File: src/rtl/sc2bin_array_ctrl.sv
// rtl/sc2bin_array_ctrl.sv - sequencer for an sc2bin array: clear, count, activate, settle, drain
module sc2bin_array_ctrl #(
    parameter int ROW      = 3,
    parameter int LEN_W    = 10,
    parameter int MAX_SHFT = 4,
    parameter int ACT_LAT  = 1,
    localparam int SW      = $clog2(MAX_SHFT + 1),
    localparam int RW      = (ROW > 1) ? $clog2(ROW) : 1
) (
    input  logic             clk,
    input  logic             reset_n,
    input  logic             start,
    input  logic             abort,
    input  logic [LEN_W-1:0] cfg_len,
    input  logic [SW-1:0]    cfg_shft,
    input  logic [ROW-1:0]   cfg_row_mask,
    output logic             clr,
    output logic             cnt_en,
    output logic             act_en,
    output logic             reg_push,
    output logic [SW-1:0]    shft_amt,
    output logic [ROW-1:0]   row_mask,
    output logic             busy,
    output logic             out_valid,
    output logic             done,
    output logic [RW-1:0]    out_row
);

    localparam int LTW = (ACT_LAT > 1) ? $clog2(ACT_LAT) : 1;

    typedef enum logic [2:0] {
        S_IDLE   = 3'd0,
        S_CLR    = 3'd1,
        S_COUNT  = 3'd2,
        S_ACT    = 3'd3,
        S_SETTLE = 3'd4,
        S_DRAIN  = 3'd5,
        S_DONE   = 3'd6
    } state_t;

    state_t             state_q, state_d;
    logic [LEN_W-1:0]   len_q, len_d;
    logic [LTW-1:0]     lat_q, lat_d;
    logic [RW-1:0]      out_row_q, out_row_d;
    logic [SW-1:0]      shft_amt_q, shft_amt_d;
    logic [ROW-1:0]     row_mask_q, row_mask_d;
    logic               clr_q, clr_d;
    logic               cnt_en_q, cnt_en_d;
    logic               act_en_q, act_en_d;
    logic               reg_push_q, reg_push_d;
    logic               busy_q, busy_d;
    logic               out_valid_q, out_valid_d;
    logic               done_q, done_d;

    // State and datapath registers; reset lands everything at zero / IDLE
    always_ff @(posedge clk or negedge reset_n) begin
        if (!reset_n) begin
            state_q    <= S_IDLE;
            len_q      <= '0;
            lat_q      <= '0;
            out_row_q  <= '0;
            shft_amt_q <= '0;
            row_mask_q <= '0;
        end else begin
            state_q    <= state_d;
            len_q      <= len_d;
            lat_q      <= lat_d;
            out_row_q  <= out_row_d;
            shft_amt_q <= shft_amt_d;
            row_mask_q <= row_mask_d;
        end
    end

    // Next-state and counter logic; abort overrides every transition
    always_comb begin
        state_d    = state_q;
        len_d      = len_q;
        lat_d      = lat_q;
        out_row_d  = out_row_q;
        shft_amt_d = shft_amt_q;
        row_mask_d = row_mask_q;
        case (state_q)
            S_IDLE: begin
                if (start && !abort) begin
                    state_d    = S_CLR;
                    len_d      = cfg_len;
                    shft_amt_d = (cfg_shft > SW'(MAX_SHFT)) ? SW'(MAX_SHFT) : cfg_shft;
                    row_mask_d = cfg_row_mask;
                end
            end
            S_CLR: begin
                state_d = (len_q != '0) ? S_COUNT : S_ACT;
            end
            S_COUNT: begin
                len_d = len_q - LEN_W'(1);
                if (len_q == LEN_W'(1)) begin
                    state_d = S_ACT;
                end
            end
            S_ACT: begin
                state_d = S_SETTLE;
                lat_d   = LTW'(ACT_LAT - 1);
            end
            S_SETTLE: begin
                if (lat_q == '0) begin
                    state_d   = S_DRAIN;
                    out_row_d = '0;
                end else begin
                    lat_d = lat_q - LTW'(1);
                end
            end
            S_DRAIN: begin
                if (out_row_q == RW'(ROW - 1)) begin
                    state_d   = S_DONE;
                    out_row_d = '0;
                end else begin
                    out_row_d = out_row_q + RW'(1);
                end
            end
            S_DONE: begin
                state_d = S_IDLE;
            end
            default: begin
                state_d = S_IDLE;
            end
        endcase
        if (abort && state_q != S_IDLE) begin
            state_d   = S_IDLE;
            out_row_d = '0;
        end
    end

    // Output decode from the next state so the enables come straight off flops
    always_comb begin
        clr_d       = (state_d == S_CLR);
        cnt_en_d    = (state_d == S_COUNT);
        act_en_d    = (state_d == S_ACT);
        reg_push_d  = (state_d == S_DRAIN);
        out_valid_d = (state_d == S_DRAIN);
        done_d      = (state_d == S_DONE);
        busy_d      = (state_d != S_IDLE);
    end

    // Registered enables and status
    always_ff @(posedge clk or negedge reset_n) begin
        if (!reset_n) begin
            clr_q       <= 1'b0;
            cnt_en_q    <= 1'b0;
            act_en_q    <= 1'b0;
            reg_push_q  <= 1'b0;
            out_valid_q <= 1'b0;
            done_q      <= 1'b0;
            busy_q      <= 1'b0;
        end else begin
            clr_q       <= clr_d;
            cnt_en_q    <= cnt_en_d;
            act_en_q    <= act_en_d;
            reg_push_q  <= reg_push_d;
            out_valid_q <= out_valid_d;
            done_q      <= done_d;
            busy_q      <= busy_d;
        end
    end

    assign clr       = clr_q;
    assign cnt_en    = cnt_en_q;
    assign act_en    = act_en_q;
    assign reg_push  = reg_push_q;
    assign out_valid = out_valid_q;
    assign done      = done_q;
    assign busy      = busy_q;
    assign out_row   = out_row_q;
    assign shft_amt  = shft_amt_q;
    assign row_mask  = row_mask_q;

endmodule

File: config.mk
export PLATFORM = sky130hd
export DESIGN_NAME = sc2bin_array_ctrl
export DESIGN_NICKNAME = d
export VERILOG_FILES = /design/src/rtl/sc2bin_array_ctrl.sv
export SDC_FILE = /design/constraint.sdc
export NUM_CORES = 1
export LEC_CHECK = 0
export ABC_AREA = 1
export BUFFER_PORTS_ARGS = -buffer_cell sky130_fd_sc_hd__buf_4
export CORE_ASPECT_RATIO = 1.5
export CORE_MARGIN = 4
export CORE_UTILIZATION = 45
export CTS_BUF_LIST = sky130_fd_sc_hd__clkbuf_2
export CTS_CLUSTER_SIZE = 28
export DETAILED_ROUTE_END_ITERATION = 8
export PLACE_DENSITY = 0.69
export SETUP_SLACK_MARGIN = 0.05
export SLEW_MARGIN = 20
export SYNTH_ARGS = -nofsm -noshare
export SYNTH_HDL_FRONTEND = slang
export SYNTH_SLANG_ARGS = --single-unit
File: constraint.sdc
create_clock -name clk -period 2 [get_ports clk]
set_clock_uncertainty 0.2 [all_clocks]
set_input_delay 0.1 -clock clk [delete_from_list [all_inputs] [get_ports clk]]
set_output_delay 0.1 -clock clk [all_outputs]
set_load 0.02 [all_outputs]
==> results of run 1 <==
-- worst paths after layout --
| check | end | slack, ns | cells past startpoint |
|---|---|---|---|
| max in group asynchronous | len_q[3]$_DFFE_PN0P_ | 0.95 | 4 |
| min | row_mask[1]$_DFFE_PN0P_ | 0.26 | 4 |
| max reg2reg | len_q[4]$_DFFE_PN0P_ | 0.18 | 5 |
| max | len_q[4]$_DFFE_PN0P_ | 0.18 | 5 |
| min in group asynchronous | clr$_DFF_PN0_ | 0.48 | 4 |
| min reg2reg | row_mask[2]$_DFFE_PN0P_ | 0.31 | 2 |
-- sequential cells by signal, indices dropped and copies added (netlist names) --
| signal | count |
|---|---|
| busy | 1 |
| row_mask | 3 |
| clr | 1 |
| out_row | 2 |
| len_q | 10 |
| done | 1 |
| cnt_en | 1 |
| state_q | 3 |
| shft_amt | 3 |
| act_en | 1 |
| out_valid | 1 |
-- area by class of cell --
| type | count | share of cell area, % |
|---|---|---|
| multi-input cells | 136 | 33.6 |
| clock inverters | 1 | 0.366 |
| inverters | 24 | 4.39 |
| flip-flops and latches | 27 | 33.0 |
| repair buffers | 61 | 25.5 |
| clock buffers | 3 | 0.732 |
| well taps | 40 | 2.44 |
-- metal layers --
| metal | part of all wire [%] | track usage (%) | vias to the layer above |
|---|---|---|---|
| met4 | 2.4 | 6.48 | 0 |
| met5 | 0 | 0 | - |
| met2 | 53 | 33.1 | 31 |
| met1 | 40 | 22.0 | 634 |
| met3 | 4.4 | 2.47 | 9 |
| li1 | - | - | 728 |
-- cell families (layout without fill, tap and decap cells) --
group,count (synthesis),count (layout),synth area share (%)
compound gates,21,21,8.61
fa+ha+maj,3,3,2.53
buf+inv,28,89,8.19
flops,27,27,45.6
simple gates,112,112,35.1
-- worst max-delay path: stages (launching register included) --
cell	delay (ns)
dfrtp_2	0.51
nor2_4	0.18
nand4_4	0.15
nor2_1	0.11
dlygate4sd3_1	0.55
nor2_1	0.04
-- cell usage in the layout (no fill, tap or decap), drive strengths merged --
cell type / count
a21oi: 2
inv: 24
clkinvlp: 1
a31oi: 1
or2: 1
o211ai: 3
nor3: 1
a21boi: 1
nand2: 63
nand3: 19
o21ai: 11
nor2: 25
clkbuf: 3
nand4: 3
o21a: 3
ha: 3
buf: 40
dfrtp: 27
dlygate4sd3: 21
-- metrics by stage --
stage | setup WS (ns) | power, uW
floorplan | 0.519 | 1950
CTS | 0.0872 | 2610
global route | 0.0634 | 2890
detailed placement | 0.230 | 2360
finish | 0.176 | 2620
global placement | 0.184 | 2350
-- repair_timing --
action                                 CTS  global route
gates resized for setup                  0             2
hold buffers                            22             0
buffers inserted                         0             2
setup endpoints to repair                0             3
endpoints found under the hold margin   54             0
-- power groups by stage --
stage | Combinational (uW) | Clock [uW] | Sequential (uW)
floorplan | 918 | 0 | 1030
global placement | 1410 | 0 | 942
detailed placement | 1410 | 0 | 945
CTS | 1450 | 223 | 934
global route | 1680 | 247 | 962
finish | 1470 | 218 | 932
==> impl_metrics.toml, run 1 <==
[placement]
place_area_um2 = 1780
dp.cells = 264
routabilityCongestion = 0.806
dp_hpwl_mm = 2.43
port_buffers = 34

[clock_network]
cts_tree = "done"
root_buffer = "clkbuf_2"
numCtsBuffers = 3
clockBufferDepth = 2
clock_latency_ns = 0.37
clk_pin_slew_ns = 0.27
htree_levels = 1
cts_sinks = 27

[yosys]
synth-seq-cells = 27
yosys_warnings = 0
synthTopCellsByArea = "dfrtp_1 (46%), nand2_1 (14%), nand3_1 (6.4%)"
ys_seq_area_share_pct = 45.6
synth_common_cells = "nand2_1 (55), dfrtp_1 (27), inv_1 (22), nand3_1 (19), nor2_1 (19)"
ys_types = 26
synth_area_per_cell_um2 = 7.76
syn-instance-count = 191
synth-main-ff-cell = "dfrtp_1"
syn-num-nets = 214
synth_top_cell_area_share_pct = 45.6
synth_edf_count = 0
synth_most_common_cell = "nand2_1"
synthesis.area_um2 = 1480
async_flop_share_pct = 100
synth_area_leader_cell = "dfrtp_1"

[sta]
setup-violations-final = 0
worst_pin_slew_ns = 0.442
fin_tns_setup_ns = 0
hold_violations = 0
relSlewSlack_pct = 70.5
maxSlewViolCount = 0
final.min_clock_period_ns = 1.82
fin_crit_sh_pct = 91.2
rsz0062_at_grt = "no"
fmax_ghz = 0.548
whs_ns = 0.260

[floorplanning]
die_h_um = 78.3
coreArea_um2 = 3160
start_util_pct = 46.9
ios = 35
die_area_um2 = 4300
die_x_um = 54.9
rows = 25

[detailed_routing]
dr.pass1.iters = 4
drc_errors = 0
drtIter0Drc = 17
vias = 1402
via_per_inst = 4.80
wl_per_cell_um = 11.9
wirelength_mm = 3.48
antenna_left = 0

[power_and_ir_drop]
leakage_uw = 0.00105
ir_drop_v = 0.000852
p_int_uw = 1380
power_frac_comb_pct = 56.0
switching_power_uw = 1240
p_clk_share_pct = 8.3
p_sw_share_pct = 47.3
p_per_area_nw_per_um2 = 1280
seqPwrFrac_pct = 35.6

[worst_hold_path]
hold_path.class = "input pin to flop"
min_from = "cfg_row_mask[1]"

[critical_path]
end_kind = "flop"
worstSetupStartpointType = "flop"
required_ns = 2.09
crit_type = "flop to flop"
crit_path_start = "state_q[1]$_DFF_PN0_"
arrival_ns = 1.92
path_max_fanout = 5
timing.rr.start = "state_q[1]$_DFF_PN0_"

[cells_and_area]
layout-drive-gt1-share_pct = 25.4
area_growth_pct = 38.3
multiInputGateArea_um2 = 688
fillerInstances = 279
utilization_pct = 64.9
design_area_um2 = 2050
fin_cells = 292
fin_nets = 276
register_area_um2 = 677
n_antenna_cell = 0

[global_route]
grt_first_pass_wirelength_mm = 6.08
grtUsageTotal_pct = 18.7
antenna_found_initial = 0
grt.overflow.total = 0
grt_pass1_vias = 1438
grt_max_degree = 28

[outcome]
status = "finished, final reports clean"

[flow_run]
drv_cap = 0
No activity file was read; power rests on OpenSTA's default activity.
==> run 2, diff against run 1 <==
- GPL_TIMING_DRIVEN: not set -> 0
==> impl_metrics.toml, run 2 (synthesized netlist as in run 1, its figures left out) <==
[clock_network]
clock_latency_ns = 0.37
root_buffer = "clkbuf_2"
cts_sinks = 27
clockBufferDepth = 2
numCtsBuffers = 3
htree_levels = 1
clk_pin_slew_ns = 0.27
cts_tree = "done"

[worst_hold_path]
hold_path.class = "input pin to flop"
min_from = "cfg_row_mask[1]"

[sta]
final.min_clock_period_ns = 1.84
rsz0062_at_grt = "no"
fmax_ghz = 0.543
fin_crit_sh_pct = 92.1
worst_pin_slew_ns = 0.374
maxSlewViolCount = 0
hold_violations = 0
fin_tns_setup_ns = 0
setup-violations-final = 0
relSlewSlack_pct = 75.0

[cells_and_area]
regMostFlops = "len_q"
layout_common_cells = "nand2_1 (55), buf_4 (36), dfrtp_1 (26)"
design_area_um2 = 2040
n_antenna_cell = 0
fin_nets = 275
area_growth_pct = 37.6
register_area_um2 = 677
layout-drive-gt1-share_pct = 24.7
final_common_cell = "nand2_1"
multiInputGateArea_um2 = 686
largest_reg_flops = 10
fillerInstances = 295

[critical_path]
arrival_ns = 1.95
timing.rr.start = "state_q[1]$_DFF_PN0_"
path_max_fanout = 10
required_ns = 2.11
worstSetupStartpointType = "flop"
crit_type = "flop to flop"
end_kind = "flop"
crit_path_start = "state_q[1]$_DFF_PN0_"

[flow_run]
drv_cap = 0

[detailed_routing]
drtIter0Drc = 29
vias = 1363
drc_errors = 0
wl_per_cell_um = 12.2
top_layer = "met4"
wirelength_mm = 3.54
dr.pass1.iters = 4
wl_met2_mm = 1.97
antenna_left = 0
via_per_inst = 4.68
route.met3.wl_um = 110
wl_met1_mm = 1.41

[floorplanning]
ios = 35
start_util_pct = 46.9
die_x_um = 54.9
rows = 25
die_h_um = 78.3
coreArea_um2 = 3160
die_area_um2 = 4300

[placement]
port_buffers = 34
dp_hpwl_mm = 2.45
place_area_um2 = 1790
routabilityCongestion = 0.739

[power_and_ir_drop]
power_frac_comb_pct = 55.8
p_sw_share_pct = 47.5
ir_drop_v = 0.000884
seqPwrFrac_pct = 35.7
p_int_uw = 1380
leakage_uw = 0.00105
switching_power_uw = 1240
p_clk_share_pct = 8.5
p_per_area_nw_per_um2 = 1280

[global_route]
grtUsageTotal_pct = 17.8
grt_max_degree = 28
antenna_found_initial = 0
grt_first_pass_wirelength_mm = 5.69
grt.overflow.total = 0
grt_pass1_vias = 1358

[outcome]
status = "finished, final reports clean"
==> run 2: cell count changes in the layout (fill, tap and decap cells not counted) <==
cell | before | now
nand2_1 | 54 | 55
clkbuf_2 | 3 | 4
clkinvlp_4 | 1 | 0
buf_6 | 0 | 1
buf_4 | 39 | 36
buf_2 | 0 | 1
nand2_2 | 7 | 6
==> run 2: path summary, 6_finish.rpt <==
| check | endpoint | slack (ns) | cells past startpoint |
|---|---|---|---|
| max | len_q[4]$_DFFE_PN0P_ | 0.16 | 5 |
| min | row_mask[1]$_DFFE_PN0P_ | 0.24 | 4 |
| min reg2reg | row_mask[0]$_DFFE_PN0P_ | 0.32 | 2 |
| max in group asynchronous | state_q[1]$_DFF_PN0_ | 0.94 | 4 |
| max reg2reg | len_q[4]$_DFFE_PN0P_ | 0.16 | 5 |
| min in group asynchronous | clr$_DFF_PN0_ | 0.48 | 4 |
==> run 2: what timing repair did <==
item,in CTS,in global routing
hold endpoints to repair,54,0
setup endpoints to repair,0,1
buffers inserted,0,0
hold buffers,22,0
resized for setup,0,1
==> run 2: critical path, cell delays in order (launching register included) <==
cell and delay (ns):
dfrtp_2 0.51, nor2_4 0.18, nand4_4 0.17, nor2_1 0.12, dlygate4sd3_1 0.56, nor2_1 0.05
==> run 2: layout make-up <==
class | count | share of cell area, %
Multi-Input combinational cell | 136 | 33.6
Timing Repair Buffer | 56 | 23.8
Sequential cell | 27 | 33.2
Tap cell | 40 | 2.45
Buffer | 4 | 1.53
Inverter | 24 | 4.42
Clock buffer | 4 | 0.982
==> run 2: per-layer routing <==
layer | global-route usage [%] | up-vias
met1 | 19.1 | 615
met4 | 5.24 | 0
met5 | 0 | -
met3 | 2.47 | 5
met2 | 33.6 | 18
li1 | - | 725
==> run 2: metrics by stage <==
step	worst slack, ns	std cells	hold slack (ns)	util (%)	total power, uW
2_1_floorplan	0.519	191	-0.396	-	1950
3_3_place_gp	0.372	265	-0.163	56.6	2360
3_5_place_dp	0.334	265	-0.160	56.6	2380
4_1_cts	0.120	291	0.251	64.5	2640
5_1_grt	0.0566	291	0.252	64.6	2850
6_report	0.158	291	0.243	64.6	2620
==> run 2: power groups by stage <==
stage	Sequential, uW	Clock [uW]	Combinational [uW]
final	936	222	1460
after CTS	933	225	1480
after global routing	959	250	1650
after floorplan	1030	0	918
after detailed placement	946	0	1440
after global placement	941	0	1410
==> run 3, diff against run 2 <==
- ABC_AREA: 1 -> not set
==> impl_metrics.toml, run 3 <==
[outcome]
status = "finished, final reports clean"

[global_route]
grt_max_degree = 28
antenna_found_initial = 0
grt_first_pass_wirelength_mm = 5.64
grt.overflow.total = 0
grt_pass1_vias = 1260
grtUsageTotal_pct = 18.0

[placement]
dp_hpwl_mm = 2.36
routabilityCongestion = 0.793
port_buffers = 34

[critical_path]
timing.rr.start = "len_q[0]$_DFFE_PN0P_"
slowest_stage = "dfrtp_1"
ff2ff_path_depth = 6
path_max_fanout = 5
r2r_end = "busy$_DFF_PN0_"
crit_family = "simple AND/OR/NAND/NOR gates"
required_ns = 2.06
worstSetupStartpointType = "flop"
path_buf_inv = 1
crit_type = "flop to flop"
cp_slowest_stage_delay_ns = 0.47
end_kind = "flop"
arrival_ns = 1.98
reg2reg_slack_ns = 0.09
cp_cell_sequence = "buf_6 -> ha_4 -> and3b_1 -> o2111ai_2 -> a31oi_4 -> or3_1"

[yosys]
synth-main-ff-cell = "dfrtp_1"
synth_most_common_cell = "dfrtp_1"
syn-num-nets = 170
syn-instance-count = 147
ys_seq_area_share_pct = 47.4
synth_area_per_cell_um2 = 9.69
synth_edf_count = 0
synth_area_leader_cell = "dfrtp_1"
synth-seq-cells = 27
yosys_warnings = 0
synthesis.area_um2 = 1430
ys_types = 41
synth_top_cell_area_share_pct = 47.4
synthTopCellsByArea = "dfrtp_1 (47%), nand2_1 (5.8%), nor2_1 (4.2%)"
synth_common_cells = "dfrtp_1 (27), nand2_1 (22), nor2_1 (16), a21oi_1 (8)"
async_flop_share_pct = 100

[power_and_ir_drop]
p_sw_share_pct = 39.7
p_clk_share_pct = 10.5
power_uw = 1980
p_per_area_nw_per_um2 = 936
leakage_uw = 0.000961
power_frac_comb_pct = 47.1
switching_power_uw = 784
seqPwrFrac_pct = 42.4
p_int_uw = 1190
ir_drop_v = 0.000597

[clock_network]
htree_levels = 1
numCtsBuffers = 3
clockBufferDepth = 2
cts_tree = "done"
clock_latency_ns = 0.36
clk_pin_slew_ns = 0.24
cts_sinks = 27
root_buffer = "clkbuf_2"

[cells_and_area]
utilization_pct = 71.0
layout_common_cells = "buf_4 (43), dfrtp_1 (27), nand2_1 (22)"
fin_nets = 236
layout-drive-gt1-share_pct = 34.4
fillerInstances = 226
final_common_cell = "buf_4"
largest_reg_flops = 10
n_antenna_cell = 0
regMostFlops = "len_q"
area_growth_pct = 48.1

[floorplanning]
die_x_um = 54.0
die_h_um = 76.9
rows = 24
ios = 35
start_util_pct = 47.9
die_area_um2 = 4150
coreArea_um2 = 2970

[detailed_routing]
drtIter0Drc = 29
wirelength_mm = 3.51
drc_errors = 0
wl_per_cell_um = 14.0
vias = 1349
via_per_inst = 5.37
dr.pass1.iters = 4
antenna_left = 0

[sta]
rsz0062_at_grt = "yes"
relSlewSlack_pct = 72.6
worst_pin_slew_ns = 0.410
maxSlewViolCount = 0
fmax_ghz = 0.523
hold_violations = 0
fin_crit_sh_pct = 95.7
fin_tns_setup_ns = 0
setup-violations-final = 0
final.min_clock_period_ns = 1.91

[worst_hold_path]
min_from = "start"
hold_path.class = "input pin to flop"
hold_depth = 4
worst_hold_path.endpoint = "clr$_DFF_PN0_"

[flow_run]
drv_cap = 0
==> run 3: worst max path at each step <==
stage / startpoint / slack, ns / cells past startpoint / endpoint
after global placement: len_q[0]$_DFFE_PN0P_ / -0.03 / 7 / len_q[8]$_DFFE_PN0P_
after CTS: len_q[1]$_DFFE_PN0P_ / 0.03 / 7 / len_q[6]$_DFFE_PN0P_
after global routing: len_q[0]$_DFFE_PN0P_ / -0.0009 / 6 / len_q[8]$_DFFE_PN0P_
after floorplan: len_q[0]$_DFFE_PN0P_ / 0.12 / 7 / len_q[8]$_DFFE_PN0P_
final: len_q[0]$_DFFE_PN0P_ / 0.09 / 6 / busy$_DFF_PN0_
after detailed placement: len_q[0]$_DFFE_PN0P_ / -0.07 / 7 / len_q[6]$_DFFE_PN0P_
==> run 3: cells by family (layout without fill, tap and decap cells) <==
kind of cell             Yosys count  after routing  share of synthesized area (%)
multiplexers                       2              2                           1.40
AO/OA/AOI/OAI                     33             33                           18.6
adder cells (fa/ha/maj)            3              3                           2.63
flip-flops                        27             27                           47.4
buffers and inverters             12             77                           4.48
AND/OR/NAND/NOR                   70             70                           25.5
==> run 3: per-stage QoR <==
step	cells	hold WS, ns	worst slack [ns]	cell area [um2]
after floorplan	147	-0.396	0.119	1430
after global placement	220	-0.166	-0.0316	1730
after detailed placement	220	-0.166	-0.0732	1730
after CTS	250	0.150	0.0290	2030
after global routing	251	0.101	-0.000872	2110
final	251	0.0987	0.0865	2110
==> run 3: layer usage <==
metal  routed length [um]  global-route usage (%)
met5                    0                       0
met4                   72                    6.14
met3                  155                    2.33
met2                 1930                    30.5
met1                 1340                    22.5
==> run 3: worst register-to-register path: stages, from the launching register on <==
cell       delay [ns]
dfrtp_1          0.47
buf_6            0.15
ha_4             0.15
and3b_1          0.16
o2111ai_2        0.23
a31oi_4          0.14
or3_1            0.33
==> run 3: power by group through the flow <==
| stage | clock network (uW) | logic, uW | registers, uW |
|---|---|---|---|
| after floorplan | 0 | 370 | 884 |
| after global placement | 0 | 648 | 828 |
| after detailed placement | 0 | 672 | 836 |
| after CTS | 217 | 822 | 821 |
| after global routing | 243 | 1020 | 863 |
| final | 207 | 930 | 839 |
==> run 3: timing repair <==
action | in CTS | in global routing
endpoints found under the setup margin | 4 | 18
hold endpoints to repair | 53 | 0
pin swaps | 6 | 3
resized for setup | 7 | 15
hold buffers | 20 | 0
setup buffers | 6 | 2
==> run 3: area by class of cell <==
type,instances,area [um2],share of cell area [%]
buffer,7,43.8,2.07
clock buffer,4,20.0,0.948
inverter,4,15.0,0.711
multi-input combinational,108,771,36.5
sequential,27,676,32.0
tap,39,48.8,2.31
timing repair buffer,62,537,25.4
